$ cat config.mk
export PLATFORM = sky130hd
export DESIGN_NAME = block_packer_flat
export DESIGN_NICKNAME = d
export VERILOG_FILES = /design/src/rtl/block_packer_if.sv /design/src/rtl/block_packer.sv /design/src/flat_wrapper.sv
export SDC_FILE = /design/constraint.sdc
export NUM_CORES = 1
export LEC_CHECK = 0
export CAP_MARGIN = 20
export CORE_MARGIN = 1
export CORE_UTILIZATION = 52
export DETAILED_ROUTE_END_ITERATION = 7
export PLACE_DENSITY_LB_ADDON = 0.15
export SLEW_MARGIN = 0
export SYNTH_ARGS = -nofsm -noshare
export SYNTH_HDL_FRONTEND = slang
export SYNTH_SLANG_ARGS = --single-unit
$ cat constraint.sdc
create_clock -name clk -period 5.8 [get_ports clk]
set_input_delay 1.16 -clock clk [delete_from_list [all_inputs] [get_ports clk]]
set_output_delay 1.16 -clock clk [all_outputs]
set_load 0.1 [all_outputs]
$ cat src/rtl/block_packer_if.sv
// Byte-in / block-out handshake bundle for block_packer.
// slave modport is the packer's view; master modport is the producer/consumer view.
interface block_packer_if #(
    parameter int BLOCK_BYTES = 16
);
    logic [7:0]               in_data;
    logic                     in_valid;
    logic                     in_last;
    logic                     in_ready;
    logic [8*BLOCK_BYTES-1:0] out_block;
    logic                     out_valid;
    logic                     out_ready;
    logic                     out_last;
    logic [6:0]               last_size;
    logic                     no_bytes;

    modport master (
        output in_data, in_valid, in_last, out_ready,
        input  in_ready, out_block, out_valid, out_last, last_size, no_bytes
    );

    modport slave (
        input  in_data, in_valid, in_last, out_ready,
        output in_ready, out_block, out_valid, out_last, last_size, no_bytes
    );
endinterface

$ cat src/rtl/block_packer.sv
// Packs a byte stream into BLOCK_BYTES-wide blocks for the AES datapath; BLOCK_PACKER_PAD_EN selects PKCS#7 padding.
// Latency: block valid the cycle after its last byte is accepted (all outputs registered).
// Backpressure: in_ready drops while a block is held; a held block stays stable until out_ready.
module block_packer #(
    parameter int BLOCK_BYTES = 16
) (
    input  logic          clk,
    input  logic          n_rst,
    block_packer_if.slave bus
);
    localparam int CW = $clog2(BLOCK_BYTES) + 1;
    localparam int BW = 8 * BLOCK_BYTES;

    typedef enum logic [1:0] {FILL, HOLD, PAD} state_t;

    state_t        state_q, state_d;
    logic [CW-1:0] count_q, count_d;
    logic [BW-1:0] block_q, block_d;
    logic          last_q, last_d;
    logic          nb_q, nb_d;
    logic [6:0]    ls_q, ls_d;
    logic          full;
`ifdef BLOCK_PACKER_PAD_EN
    logic          pad_pend_q, pad_pend_d;
    logic [7:0]    pad_val;

    assign pad_val = 8'(BLOCK_BYTES) - 8'(count_q) - 8'd1;
`endif

    assign full = (count_q == CW'(BLOCK_BYTES - 1));

    always_comb begin
        state_d = state_q;
        count_d = count_q;
        block_d = block_q;
        last_d  = last_q;
        nb_d    = nb_q;
        ls_d    = ls_q;
`ifdef BLOCK_PACKER_PAD_EN
        pad_pend_d = pad_pend_q;
`endif
        case (state_q)
            FILL: begin
                if (bus.in_valid) begin
                    // Byte 0 wipes stale lanes so short blocks carry zeros above the data.
                    for (int i = 0; i < BLOCK_BYTES; i++) begin
                        if (CW'(i) == count_q) begin
                            block_d[8*i +: 8] = bus.in_data;
                        end else if (count_q == '0) begin
                            block_d[8*i +: 8] = 8'h00;
                        end
`ifdef BLOCK_PACKER_PAD_EN
                        if (bus.in_last && (CW'(i) > count_q)) begin
                            block_d[8*i +: 8] = pad_val;
                        end
`endif
                    end
                    count_d = count_q + 1'b1;
                    if (full || bus.in_last) begin
                        state_d = HOLD;
                        last_d  = bus.in_last;
`ifdef BLOCK_PACKER_PAD_EN
                        nb_d = 1'b0;
                        ls_d = 7'd0;
                        // A message ending on a boundary still owes a full pad block.
                        if (full && bus.in_last) begin
                            last_d     = 1'b0;
                            pad_pend_d = 1'b1;
                        end
`else
                        nb_d = !full;
                        ls_d = full ? 7'd0 : 7'({count_d, 3'b000});
`endif
                    end
                end
            end
            HOLD: begin
                if (bus.out_ready) begin
                    state_d = FILL;
                    count_d = '0;
                    last_d  = 1'b0;
                    nb_d    = 1'b0;
                    ls_d    = 7'd0;
`ifdef BLOCK_PACKER_PAD_EN
                    if (pad_pend_q) begin
                        state_d    = PAD;
                        pad_pend_d = 1'b0;
                        last_d     = 1'b1;
                        for (int i = 0; i < BLOCK_BYTES; i++) begin
                            block_d[8*i +: 8] = 8'(BLOCK_BYTES);
                        end
                    end
`endif
                end
            end
            PAD: begin
                if (bus.out_ready) begin
                    state_d = FILL;
                    count_d = '0;
                    last_d  = 1'b0;
                end
            end
            default: state_d = FILL;
        endcase
    end

    always_ff @(posedge clk or negedge n_rst) begin
        if (!n_rst) begin
            state_q <= FILL;
            count_q <= '0;
            block_q <= '0;
            last_q  <= 1'b0;
            nb_q    <= 1'b0;
            ls_q    <= 7'd0;
        end else begin
            state_q <= state_d;
            count_q <= count_d;
            block_q <= block_d;
            last_q  <= last_d;
            nb_q    <= nb_d;
            ls_q    <= ls_d;
        end
    end

`ifdef BLOCK_PACKER_PAD_EN
    always_ff @(posedge clk or negedge n_rst) begin
        if (!n_rst) begin
            pad_pend_q <= 1'b0;
        end else begin
            pad_pend_q <= pad_pend_d;
        end
    end
`endif

    assign bus.in_ready  = (state_q == FILL);
    assign bus.out_valid = (state_q != FILL);
    assign bus.out_block = block_q;
    assign bus.out_last  = last_q;
    assign bus.no_bytes  = nb_q;
    assign bus.last_size = ls_q;
endmodule

$ cat src/flat_wrapper.sv
// flat-port wrapper written by rule: the top's interface ports become plain ports
module block_packer_flat 
#(
    parameter int BLOCK_BYTES = 16
)
  (clk, n_rst, bus_in_data, bus_in_valid, bus_in_last, bus_out_ready, bus_in_ready, bus_out_block, bus_out_valid, bus_out_last, bus_last_size, bus_no_bytes);
  block_packer_if #(.BLOCK_BYTES(BLOCK_BYTES)) bus_i ();
  input  logic clk;
  input  logic n_rst;
  input wire logic [$bits(bus_i.in_data)-1:0] bus_in_data;
  input wire logic [$bits(bus_i.in_valid)-1:0] bus_in_valid;
  input wire logic [$bits(bus_i.in_last)-1:0] bus_in_last;
  input wire logic [$bits(bus_i.out_ready)-1:0] bus_out_ready;
  output wire logic [$bits(bus_i.in_ready)-1:0] bus_in_ready;
  output wire logic [$bits(bus_i.out_block)-1:0] bus_out_block;
  output wire logic [$bits(bus_i.out_valid)-1:0] bus_out_valid;
  output wire logic [$bits(bus_i.out_last)-1:0] bus_out_last;
  output wire logic [$bits(bus_i.last_size)-1:0] bus_last_size;
  output wire logic [$bits(bus_i.no_bytes)-1:0] bus_no_bytes;
  assign bus_i.in_data = bus_in_data;
  assign bus_i.in_valid = bus_in_valid;
  assign bus_i.in_last = bus_in_last;
  assign bus_i.out_ready = bus_out_ready;
  assign bus_in_ready = bus_i.in_ready;
  assign bus_out_block = bus_i.out_block;
  assign bus_out_valid = bus_i.out_valid;
  assign bus_out_last = bus_i.out_last;
  assign bus_last_size = bus_i.last_size;
  assign bus_no_bytes = bus_i.no_bytes;
  block_packer #(.BLOCK_BYTES(BLOCK_BYTES)) u_core (.clk(clk), .n_rst(n_rst), .bus(bus_i));
endmodule
==> results.json <==
{
  "outcome": "completed",
  "ys_async_sr_fraction_pct": 100,
  "worst-setup-path-type": "reg -> out",
  "preCtsSetupSlack_ns": 2.29,
  "cp_max_fo": 21,
  "die-area_mm2": 0.0114,
  "gr-total-overflow": 0,
  "area_delta_synth_final_pct": 36.9,
  "netlist_area_mm2": 0.00569,
  "ys_ff_latch": 140,
  "synth_top_family_by_area": "compound AO/OA/AOI/OAI gates",
  "routed_wl_um": 15300,
  "track_usage_pct": 28.4,
  "ys_types": 39,
  "hp-class": "reg -> reg",
  "power_mw": 4.57,
  "worstPathArrival_ns": 2.55,
  "ys_seq_area_share_pct": 61.6,
  "synth-edff-count": 0,
  "clk_pin_slew_ns": 0.07,
  "routedWlPerCell_um": 20.6,
  "rr_worst_depth": 5,
  "synth.mux.area_fraction_pct": 5.35,
  "ctsHoldBuffers": 0,
  "core_mm2": 0.0105,
  "critPathLaunchType": "flip-flop",
  "placed_area_mm2": 0.00723,
  "synth_commonest_cells": "dfrtp_1, a22o_1, nand2_1, inv_1, mux2i_1",
  "r2r_start": "u_core.count_q[0]$_DFFE_PN0P_",
  "crit_chain": "clkdlybuf4s50_1",
  "antenna_found_initial": 0,
  "yosysMostFrequentCell": "dfrtp_1",
  "clockBufferDepth": 2,
  "hold_path_depth": 1,
  "yosys.area_share.simple_pct": 8.65,
  "ant_nets": 0,
  "fmax_ghz": 0.269,
  "grt_pass1_wl_um": 24200,
  "powerDensity_mw_per_mm2": 587,
  "drv_cap": 0,
  "clock_skew_ns": 0.0118,
  "design_area_mm2": 0.00778,
  "synth_top_area_share_pct": 61.6,
  "leakagePower_nw": 3.42,
  "end_kind": "output pin",
  "drive_gt1_share_pct": 9.08,
  "finalHoldViolCount": 0,
  "rsz0062_at_grt": "false",
  "drcViolationCount": 0,
  "io_pins": 152,
  "worstMarginPinSlew_ns": 1.04,
  "final_cells": 742,
  "root_buffer": "clkbuf_8",
  "initialDrtViolationCount": 274,
  "syn_inst": 452,
  "reg2reg_slack_ns": 3.30,
  "grt_pass1_vias": 4336,
  "report.final.slew_viol_count": 0,
  "reg2reg_to": "u_core.bus.out_block[95]$_DFFE_PN0P_",
  "cts.sinks": 140,
  "setup-violations-final": 0,
  "layout.nets": 612,
  "die_y_um": 107,
  "worst-path-buf-inv": 1,
  "ys_warn_count": 0,
  "period_needed_ns": 3.71,
  "slowest_stage": "clkdlybuf4s50_1",
  "dr.pass1.iters": 4,
  "holdPathEnd": "u_core.bus.out_block[46]$_DFFE_PN0P_",
  "synth_compound_area_share_pct": 18.1,
  "diodes": 0,
  "crit_required_ns": 4.64,
  "grt_max_degree": 87,
  "ir_drop_mv": 0.516,
  "cp_top_family": "buffers and inverters",
  "hold_start": "u_core.bus.out_block[46]$_DFFE_PN0P_",
  "h-tree-depth": 4,
  "die_w_um": 107,
  "viasPerCell": 5.88,
  "rows": 37,
  "timing.setup.tns_ns": 0,
  "fin_crit_sh_pct": 64.0,
  "initial_core_util_pct": 54.3,
  "place_congestion": 0.767,
  "fin_ws_ns": 2.09,
  "ys.flop_type": "dfrtp_1",
  "io_buffers": 148,
  "cts_tree": "done",
  "slew_headroom_pct": 30.7,
  "cts_resized": 0,
  "dp_hpwl_um": 9680,
  "post_cts_buffers": 0,
  "yosys-top-cells-area": "dfrtp_1, a22o_1, mux2i_1, mux2_2, nand2_1",
  "synth-xor-area-share_pct": 0.308,
  "vias": 4366,
  "worst_path_largest_cell_delay_ns": 1.27,
  "clock_latency_ns": 0.52,
  "yosys.area.top_type": "dfrtp_1",
  "numCtsBuffers": 17,
  "yosys.area_share.adder_pct": 1.10,
  "syn-mean-instance-area_um2": 12.6,
  "placedCellCount": 711
}
[stage by stage]
stage	hold WS [ns]	utilization (%)
final	0.502	74.4
after global routing	0.516	74.4
after CTS	0.501	74.4
after detailed placement	0.482	69.1
after global placement	0.484	69.0
after floorplan	0.552	-
[state kept, by name, summed over array words and instances (netlist names)]
register and count:
u_core.state_q 1, u_core.bus.no_bytes 1, u_core.count_q 5, u_core.bus.last_size 4
u_core.bus.out_last 1, u_core.bus.out_block 128
[power by group]
group | internal (mW) | switching (mW) | leakage, nW | total, mW
clock | 0.593 | 0.417 | 0.271 | 1.01
combinational | 0.511 | 1.73 | 1.24 | 2.24
sequential | 1.17 | 0.147 | 1.91 | 1.32
total | 2.27 | 2.29 | 3.42 | 4.57
[cells by family after synthesis]
logic type | count (synthesis)
flip-flops | 140
AO/OA/AOI/OAI | 128
AND/OR/NAND/NOR | 84
buffers and inverters | 63
multiplexers | 29
adder cells (fa/ha/maj) | 5
XOR/XNOR | 2
other | 1
[cells in the final DEF (no fill, tap or decap), drive strengths merged, types with 5 or more instances in the layout]
cell type,count
clkdlybuf4s50,147
clkinv,5
nor2b,6
inv,35
buf,5
a22oi,8
and2,6
nor2,8
nand4,8
a22o,88
mux2,11
mux2i,18
ha,5
dfrtp,140
o2bb2ai,8
o21ai,19
clkbuf,19
nand2,33
[worst max-delay path by stage]
stage | cells after the start | slack [ns] | startpoint | end
after global routing | 1 | 2.02 | u_core.state_q[0]$_DFFE_PN0P_ | bus_out_valid
final | 1 | 2.09 | u_core.state_q[0]$_DFFE_PN0P_ | bus_out_valid
after global placement | 4 | 2.35 | bus_in_valid | u_core.bus.out_block[81]$_DFFE_PN0P_
after floorplan | 3 | 2.68 | u_core.state_q[0]$_DFFE_PN0P_ | bus_in_ready
after CTS | 1 | 2.09 | u_core.state_q[0]$_DFFE_PN0P_ | bus_out_valid
after detailed placement | 4 | 2.29 | bus_in_valid | u_core.bus.out_block[86]$_DFFE_PN0P_
[layout make-up]
class,count,area [um^2]
Inverter,31,116
Fill cell,724,2680
Multi-Input combinational cell,251,1920
Clock inverter,12,113
Timing Repair Buffer,153,1520
Sequential cell,140,3500
Clock buffer,19,442
Tap cell,136,170
[layer usage]
metal  global-route usage, %  vias up  share of wire, %
li1                        -     1927                 -
met1                    39.8     2229                43
met2                    44.1      191                49
met3                    6.44       19               6.5
met4                    9.39        0               1.6
met5                       0        -                 0
(Power assumes the default switching activity.)
